File: src/rtl/sequencer_beat_gen_if.sv
// Control/status bundle between the tempo panel/run switch and the step clock.
// The master drives the run enable and raw buttons; the slave returns beat, strobe and tempo.
interface sequencer_beat_gen_if;
  logic       sequencer_on;
  logic       tempo_up;
  logic       tempo_down;
  logic [2:0] beat;
  logic       beat_strobe;
  logic [7:0] bpm;

  modport master (
    output sequencer_on, tempo_up, tempo_down,
    input  beat, beat_strobe, bpm
  );

  modport slave (
    input  sequencer_on, tempo_up, tempo_down,
    output beat, beat_strobe, bpm
  );
endinterface

File: src/rtl/sequencer_beat_gen.sv
// Tempo-driven step clock: a phase accumulator adds bpm every cycle and emits a step
// each time it crosses CLK_HZ*60, so any integer tempo divides without drift.
module sequencer_beat_gen #(
  parameter int CLK_HZ      = 10000,
  parameter int BPM_DEFAULT = 120,
  parameter int BPM_MIN     = 60,
  parameter int BPM_MAX     = 240,
  parameter int BPM_STEP    = 10,
  parameter int NUM_BEATS   = 8
) (
  input  logic                  clk,
  input  logic                  n_rst,
  sequencer_beat_gen_if.slave   bus
);

  localparam int THRESH = CLK_HZ * 60;
  localparam int ACC_W  = $clog2(THRESH + BPM_MAX);

  localparam logic [ACC_W-1:0] THRESH_W   = ACC_W'(THRESH);
  localparam logic [2:0]       LAST_BEAT  = 3'(NUM_BEATS - 1);
  localparam logic [8:0]       MAX_W      = 9'(BPM_MAX);
  localparam logic [8:0]       DN_FLOOR_W = 9'(BPM_MIN + BPM_STEP);

  typedef enum logic {IDLE, RUN} state_t;

  state_t           state_q, state_d;
  logic [ACC_W-1:0] acc_q, acc_d;
  logic [2:0]       beat_q, beat_d;
  logic             strobe_q, strobe_d;
  logic [7:0]       bpm_q, bpm_d;
  // bit0 = first synchronizer stage, bit1 = sync2, bit2 = sync3 (edge history)
  logic [2:0]       up_sync_q, dn_sync_q;

  logic             up_evt, dn_evt;
  logic [8:0]       bpm_up;
  logic [ACC_W-1:0] sum;

  assign up_evt = up_sync_q[1] & ~up_sync_q[2];
  assign dn_evt = dn_sync_q[1] & ~dn_sync_q[2];
  assign bpm_up = {1'b0, bpm_q} + 9'(BPM_STEP);
  assign sum    = acc_q + ACC_W'(bpm_q);

  // Tempo register: independent of the run state; simultaneous presses cancel.
  always_comb begin
    // NOTE: every always_comb output gets a default first so no path can infer a latch.
    bpm_d = bpm_q;
    if (up_evt && !dn_evt) begin
      bpm_d = (bpm_up > MAX_W) ? 8'(BPM_MAX) : bpm_up[7:0];
    end else if (dn_evt && !up_evt) begin
      bpm_d = ({1'b0, bpm_q} < DN_FLOOR_W) ? 8'(BPM_MIN) : bpm_q - 8'(BPM_STEP);
    end
  end

  always_comb begin
    state_d  = state_q;
    acc_d    = acc_q;
    beat_d   = beat_q;
    strobe_d = 1'b0;
    unique case (state_q)
      IDLE: begin
        acc_d  = '0;
        beat_d = '0;
        if (bus.sequencer_on) begin
          state_d  = RUN;
          strobe_d = 1'b1;   // announce step 0 on entry
        end
      end
      RUN: begin
        if (!bus.sequencer_on) begin
          // Stopping wins over a wrap in the same cycle.
          state_d = IDLE;
          acc_d   = '0;
          beat_d  = '0;
        end else if (sum >= THRESH_W) begin
          acc_d    = sum - THRESH_W;
          beat_d   = (beat_q == LAST_BEAT) ? 3'd0 : beat_q + 3'd1;
          strobe_d = 1'b1;
        end else begin
          acc_d = sum;
        end
      end
      default: state_d = IDLE;
    endcase
  end

  // NOTE: async reset is applied to every flop here; none of this state is memory-like.
  always_ff @(posedge clk or negedge n_rst) begin
    if (!n_rst) begin
      state_q   <= IDLE;
      acc_q     <= '0;
      beat_q    <= '0;
      strobe_q  <= 1'b0;
      bpm_q     <= 8'(BPM_DEFAULT);
      up_sync_q <= '0;
      dn_sync_q <= '0;
    end else begin
      // NOTE: non-blocking assignments so every flop samples pre-edge values.
      state_q   <= state_d;
      acc_q     <= acc_d;
      beat_q    <= beat_d;
      strobe_q  <= strobe_d;
      bpm_q     <= bpm_d;
      up_sync_q <= {up_sync_q[1:0], bus.tempo_up};
      dn_sync_q <= {dn_sync_q[1:0], bus.tempo_down};
    end
  end

  assign bus.beat        = beat_q;
  assign bus.beat_strobe = strobe_q;
  assign bus.bpm         = bpm_q;

endmodule

File: src/flat_wrapper.sv
// flat-port wrapper written by rule: the top's interface ports become plain ports
module sequencer_beat_gen_flat 
#(
  parameter int CLK_HZ      = 10000,
  parameter int BPM_DEFAULT = 120,
  parameter int BPM_MIN     = 60,
  parameter int BPM_MAX     = 240,
  parameter int BPM_STEP    = 10,
  parameter int NUM_BEATS   = 8
)
  (clk, n_rst, bus_sequencer_on, bus_tempo_up, bus_tempo_down, bus_beat, bus_beat_strobe, bus_bpm);
  sequencer_beat_gen_if bus_i ();
  input  logic clk;
  input  logic n_rst;
  input wire logic [$bits(bus_i.sequencer_on)-1:0] bus_sequencer_on;
  input wire logic [$bits(bus_i.tempo_up)-1:0] bus_tempo_up;
  input wire logic [$bits(bus_i.tempo_down)-1:0] bus_tempo_down;
  output wire logic [$bits(bus_i.beat)-1:0] bus_beat;
  output wire logic [$bits(bus_i.beat_strobe)-1:0] bus_beat_strobe;
  output wire logic [$bits(bus_i.bpm)-1:0] bus_bpm;
  assign bus_i.sequencer_on = bus_sequencer_on;
  assign bus_i.tempo_up = bus_tempo_up;
  assign bus_i.tempo_down = bus_tempo_down;
  assign bus_beat = bus_i.beat;
  assign bus_beat_strobe = bus_i.beat_strobe;
  assign bus_bpm = bus_i.bpm;
  sequencer_beat_gen #(.CLK_HZ(CLK_HZ), .BPM_DEFAULT(BPM_DEFAULT), .BPM_MIN(BPM_MIN), .BPM_MAX(BPM_MAX), .BPM_STEP(BPM_STEP), .NUM_BEATS(NUM_BEATS)) u_core (.clk(clk), .n_rst(n_rst), .bus(bus_i));
endmodule
File: config.mk
export PLATFORM = sky130hd
export DESIGN_NAME = sequencer_beat_gen_flat
export DESIGN_NICKNAME = d
export VERILOG_FILES = /design/src/rtl/sequencer_beat_gen_if.sv /design/src/rtl/sequencer_beat_gen.sv /design/src/flat_wrapper.sv
export SDC_FILE = /design/constraint.sdc
export NUM_CORES = 1
export LEC_CHECK = 0
export CAP_MARGIN = 30
export CORE_ASPECT_RATIO = 1.1
export CORE_MARGIN = 2
export CORE_UTILIZATION = 45
export DETAILED_ROUTE_END_ITERATION = 6
export PLACE_DENSITY_LB_ADDON = 0.15
export RECOVER_POWER = 50
export SLEW_MARGIN = 40
export SYNTH_ARGS = -nofsm -noshare
export SYNTH_HDL_FRONTEND = slang
export SYNTH_SLANG_ARGS = --single-unit
File: constraint.sdc
create_clock -name clk -period 3.3 [get_ports clk]
set_input_delay 0.66 -clock clk [delete_from_list [all_inputs] [get_ports clk]]
set_output_delay 0.66 -clock clk [all_outputs]
set_load 0.1 [all_outputs]
# Word-level counts from Yosys, hierarchy flattened
# Cells that the tools add are included.
[word_totals]
input_bits = 5
regBits = 39
out_inout_bits = 12
word_cells = 42
[op_classes]
n_mux = 15
n_addsub = 5
eq_ne = 2
bitwise_logic = 5
order_cmp = 3
reduce_logical = 5
[ops]
columns = ["op", "n"]
rows = [
  ["$mux W20", 2],
  ["$pmux W20 S2", 1],
  ["$mux W8", 4],
  ["$add A20 B8 Y20", 1],
  ["$ge A20 B20 Y1 const B", 1],
  ["$sub A20 B20 Y20 const B", 1],
  ["$add A8 B4 Y9 const B", 1],
  ["$gt A9 B8 Y1 const B", 1],
  ["$mux W3", 3],
  ["$lt A8 B7 Y1 const B", 1],
  ["$sub A8 B4 Y8 const B", 1],
  ["$pmux W3 S2", 1],
  ["$add A3 B1 Y3 const B", 1],
  ["$eq A3 B3 Y1 const B", 1],
  ["$mux W1", 3],
  ["$ne A3 B3 Y1 const B", 1],
  ["$not A1 Y1", 3],
  ["$and A1 B1 Y1", 2],
  ["$logic_and A1 B1 Y1", 2],
  ["$logic_not A1 Y1", 2],
  ["$pmux W1 S2", 1],
  ["$reduce_bool A2 Y1", 1],
]

# Longest topological paths before layout
[depth]
word_depth = 6
depth_mapped = 12
depth_no_buf = 11

# Worst setup path before layout
# OpenSTA, ideal clock, no wires.
[synth_path]
kind = "reg-to-reg"
from = "reg u_core.bpm_q[2] (netlist: u_core.bus.bpm[2])"
to = "reg u_core.acc_q[10]"
path_buffers = 0
arrival_time_ps = 3390
required_time_ps = 3169
path_stages_with_launch = 12
setup_ps = 131
synth_period_minus_slack_ps = 3521
path_slack_ps = -221
cell_sequence = "dfrtp_1 ha_1 a211oi_2 o31ai_2 a21oi_1 xnor2_1 ha_1 o211ai_1 a21oi_2 a21o_1 nor2_1 or3_1"
[synth_via]
elab_chain_len = 5
elab_cells_between_ends = 6
cone_classes = "add/sub (2); order compare (1); mux (3)"
[synth_lines]
columns = ["element", "line_no", "rtl"]
rows = [
  ["start, declared", "sequencer_beat_gen.sv:30", "logic [7:0] bpm_q, bpm_d;"],
  ["start signal, assigned", "sequencer_beat_gen.sv:93", "bpm_q <= 8'(BPM_DEFAULT);"],
  ["start signal, assigned", "sequencer_beat_gen.sv:102", "bpm_q <= bpm_d;"],
  ["$add A20 B8 Y20 (*)", "sequencer_beat_gen.sv:41", "assign sum = acc_q + ACC_W'(bpm_q);"],
  ["$sub A20 B20 Y20 / $ge A20 B20 Y1 (equally long branches)", "sequencer_beat_gen.sv:75, sequencer_beat_gen.sv:74", ""],
  ["$mux W20 (*)", "sequencer_beat_gen.sv:74", "end else if (sum >= THRESH_W) begin"],
  ["$mux W20 (*)", "sequencer_beat_gen.sv:69", "if (!bus.sequencer_on) begin"],
  ["$pmux W20 S2 (*)", "sequencer_beat_gen.sv:59", "unique case (state_q)"],
  ["via u_core.acc_d[10]", "sequencer_beat_gen.sv:27", "logic [ACC_W-1:0] acc_q, acc_d;"],
  ["end signal, assigned", "sequencer_beat_gen.sv:90", "acc_q <= '0;"],
  ["end signal, assigned", "sequencer_beat_gen.sv:99", "acc_q <= acc_d;"],
  ["end, declared", "sequencer_beat_gen.sv:27", ""],
]
# The timed path passes the listed nets; every way through them passes the cells marked *.
# A chain may end at the register's enable or synchronous reset.

# Worst setup path in the final report
[layout_path]
from = "reg u_core.bpm_q[5] (netlist: u_core.bus.bpm[5])"
to = "reg u_core.acc_q[10]"
# The elaborated chain is that of the path after synthesis.

==> results.md <==
- Later-pin clock latency in the skew report: 290 ps
- Syn-to-layout area delta: 14.8%
- Number of global-route vias before repair: 1973
- All-Layer GR Usage: 0.190
- Post-synth top area cell: dfrtp_1
- DRC: 0
- Most used routing layer: met1
- Final hold viol count: 0
- CTS max path bufs: 2
- Fillers: 520
- Min-Delay Startpoint: u_core.up_sync_q[0]$_DFF_PN0_
- Ys flop type: dfrtp_1
- Post-Synth Adder-Cell Area: 0.0689
- First-pass GRT wire length: 9540 um
- Core Box Area: 0.00543 mm2
- End of the worst register-to-register path: u_core.acc_q[10]$_DFF_PN0_
- Hold endpoint: u_core.up_sync_q[1]$_DFF_PN0_
- Initial DRC Count: 109
- Largest family of logic cells by synthesized area: compound AO/OA/AOI/OAI gates
- Measured slew at the worst slew-check pin: 1940 ps
- Final instance area: 0.00292 mm2
- Slew Limit Headroom: -0.291
- Synth area leaders: dfrtp_1 (32%), ha_1 (6.9%), nand2_1 (5.0%)
- FMAX: 0.322 GHz
- H-tree level count: 2
- CP max FO: 4
- DR vias: 2202
- Yosys reg bits: 37
- Critical Path AT: 3290 ps
- Synth Instances: 293
- Final Setup Violations: 0
- Die X: 75.7 um
- Worst Hold Class: flop to flop
- Minimum clock period: 3110 ps
- Grt total ovfl: 0
- Worst path max stage delay: 550 ps
- XOR/XNOR Fraction of Synth Area: 0.0448
- Die Y-Extent: 82.8 um
- GRT met3 Usage: 0.0255
- Failing checks: capacitance limit, slew limit
- Overall power: 2.17 mW
- Worst r2r path cells: 12
- Crit path max-delay cell type: dfstp_2
- Initial antenna violation count: 0
- Post-synthesis mux area share: 0.00394
- Sink Count: 37
- GRT met2 Usage: 0.272
- Die area: 0.00626 mm2
- Crit-path cells: ha_1, a21oi_1, o31ai_4, a21oi_2, xnor2_2, ha_1, o211ai_1, a21oi_2, buf_4, a21o_1, nor2_1, or3_1
- Root buffer cell: clkbuf_8
- Crit. End Element: flop
- ANT cells: 0
- Outcome: finished with violations
- Post-synthesis compound-gate area fraction: 0.244
- CP Data Required Time: 3480 ps
- DR WL/cell: 14.4 um
- Syn nets: 312
- Worst-path clk slew: 80 ps
- Max VDD drop: 373 uV
- Nets: 332
- Starting Density: 0.468
- CTS tree: built
- Port Buffer Count: 15
- Met1 usage: 0.297
- Post-synthesis simple-gate area fraction: 0.229
- Hold Path Stages: 0
- Antenna-violating nets left: 0
- CTS Buf Count: 5
- Vias per cell: 5.66
- Detail Placement HPWL: 3960 um
- Crit start category: flop
- Most common cell in the netlist: nand2_1
- Post-Syn Area: 0.00254 mm2
- Unique masters post-synth: 67
- Synth Warn #: 0
- Top-area cell type share of the netlist area: 0.325
- Reg2reg setup slack: 190 ps
- Worst Skew: 7.79 ps
- Layout cells sized above 1: 0.172
- Max Transition Viols Final: 38
- Largest net degree at the start of global routing: 38
- IO Pins: 17
- Post-Route WL: 5600 um
- EDFF count, synth: 0
- First-pass DRT Iterations: 4
- Mean Syn Cell Area: 8.67 um2
- Sequential area share after synthesis: 0.366
- CP Class: flop to flop
- Final GP Congestion: 0.832
- Placed Area: 0.00278 mm2
- Lkg Pwr: 1.27 nW
- FFs w/ async S/R, synth: 1.00
- Worst reg2reg path startpoint: u_core.bus.bpm[5]$_DFFE_PN1P_
- Max-Cap Viols: 1
- Pwr per Cell Area: 745 mW/mm2
- Cell Rows: 28
- Final Cycle Share: 0.942
- Post-synth top cells: nand2_1 (34), dfrtp_1 (33), a21oi_1 (24)
[worst max-delay path: cells and delay by family, from the launching register on]
kind	cells	cell delay [ps]
compound gates	6	1220
flops	1	550
fa+ha+maj	2	500
simple gates	2	410
buf+inv	1	160
xor+xnor	1	150
[kinds of logic after synthesis]
family                     count (synthesis)
AOI/OAI and AO/OA                         87
xor gates and xnor gates                  13
adders and majority gates                 14
buffers and inverters                     24
DFF                                       37
muxes                                      1
other                                      1
and+or+nand+nor                          116
[placed cells by master (no fill, tap or decap), drive strengths merged, types with 2 or more instances in the layout]
master	count
or2	3
dfstp	4
o31ai	3
clkdlybuf4s50	2
ha	14
nand4	8
a21boi	3
and2	3
nor2b	6
o21bai	2
nor4	3
inv	9
nor3b	2
and3	7
buf	25
nand3	9
a21o	2
nor3	9
nor4b	2
nor2	23
dfrtp	33
a21oi	26
o21ai	15
a211o	2
clkbuf	6
xnor2	8
nand2	34
xor2	5
o22a	2
a2111oi	3
o2111ai	2
a31oi	3
or3	4
a211oi	5
o311ai	2
o211ai	4
o21a	3
[flip-flops by register name, summed over array words and instances (netlist names)]
name	cells
u_core.up_sync_q	3
u_core.bus.beat_strobe	1
u_core.dn_sync_q	3
u_core.bus.beat	3
u_core.acc_q	19
u_core.state_q	1
u_core.bus.bpm	7
[how the worst max path moves through the flow]
stage                                  startpoint                        endpoint  cells after the start
detailed placement  u_core.bus.bpm[5]$_DFFE_PN1P_  u_core.bus.beat[0]$_DFFE_PN0P_                     12
global placement    u_core.bus.bpm[5]$_DFFE_PN1P_  u_core.bus.beat[0]$_DFFE_PN0P_                     12
floorplan           u_core.bus.bpm[3]$_DFFE_PN1P_      u_core.acc_q[10]$_DFF_PN0_                     11
finish              u_core.bus.bpm[5]$_DFFE_PN1P_      u_core.acc_q[10]$_DFF_PN0_                     12
CTS                 u_core.bus.bpm[5]$_DFFE_PN1P_  u_core.bus.beat[0]$_DFFE_PN0P_                     12
global route        u_core.bus.bpm[5]$_DFFE_PN1P_      u_core.acc_q[10]$_DFF_PN0_                     12
[final cells by class]
class                      instances  area [um2]  area share
sequential                        37         933       0.320
clock inverter                     3        25.0     0.00858
clock buffer                       5        68.8      0.0236
multi-input combinational        232        1550       0.530
inverter                           8        30.0      0.0103
tap                               75        93.8      0.0322
timing repair buffer              29         221      0.0759
[per-stage QoR]
| stage | setup WS [ps] | TNS [ps] | hold WS, ps | instances | util |
|---|---|---|---|---|---|
| 4_1_cts | 148 | 0 | 326 | 388 | 0.529 |
| 6_report | 193 | 0 | 357 | 389 | 0.537 |
| 2_1_floorplan | 44.2 | 0 | 331 | 293 | - |
| 3_3_place_gp | 242 | 0 | 334 | 380 | 0.512 |
| 3_5_place_dp | 148 | 0 | 340 | 380 | 0.512 |
| 5_1_grt | -24.0 | -37.2 | 364 | 389 | 0.537 |
[repair_timing]
item                       in CTS  in global routing
setup endpoints to repair       0                 16
buffers inserted                0                  1
hold buffers                    0                  0
resized for setup               0                  7
[power by group]
part           internal (mW)  total (mW)  switching [mW]
Clock                  0.152       0.332           0.179
Sequential             0.538       0.591          0.0534
Combinational          0.411        1.25           0.838
Total                   1.10        2.17            1.07
[layer usage]
metal	share of wire	wire length [um]
met5	0	0
met4	0.014	78
met3	0.041	230
met2	0.45	2500
met1	0.50	2780
Note: power is estimated with default switching activity, not from simulation.
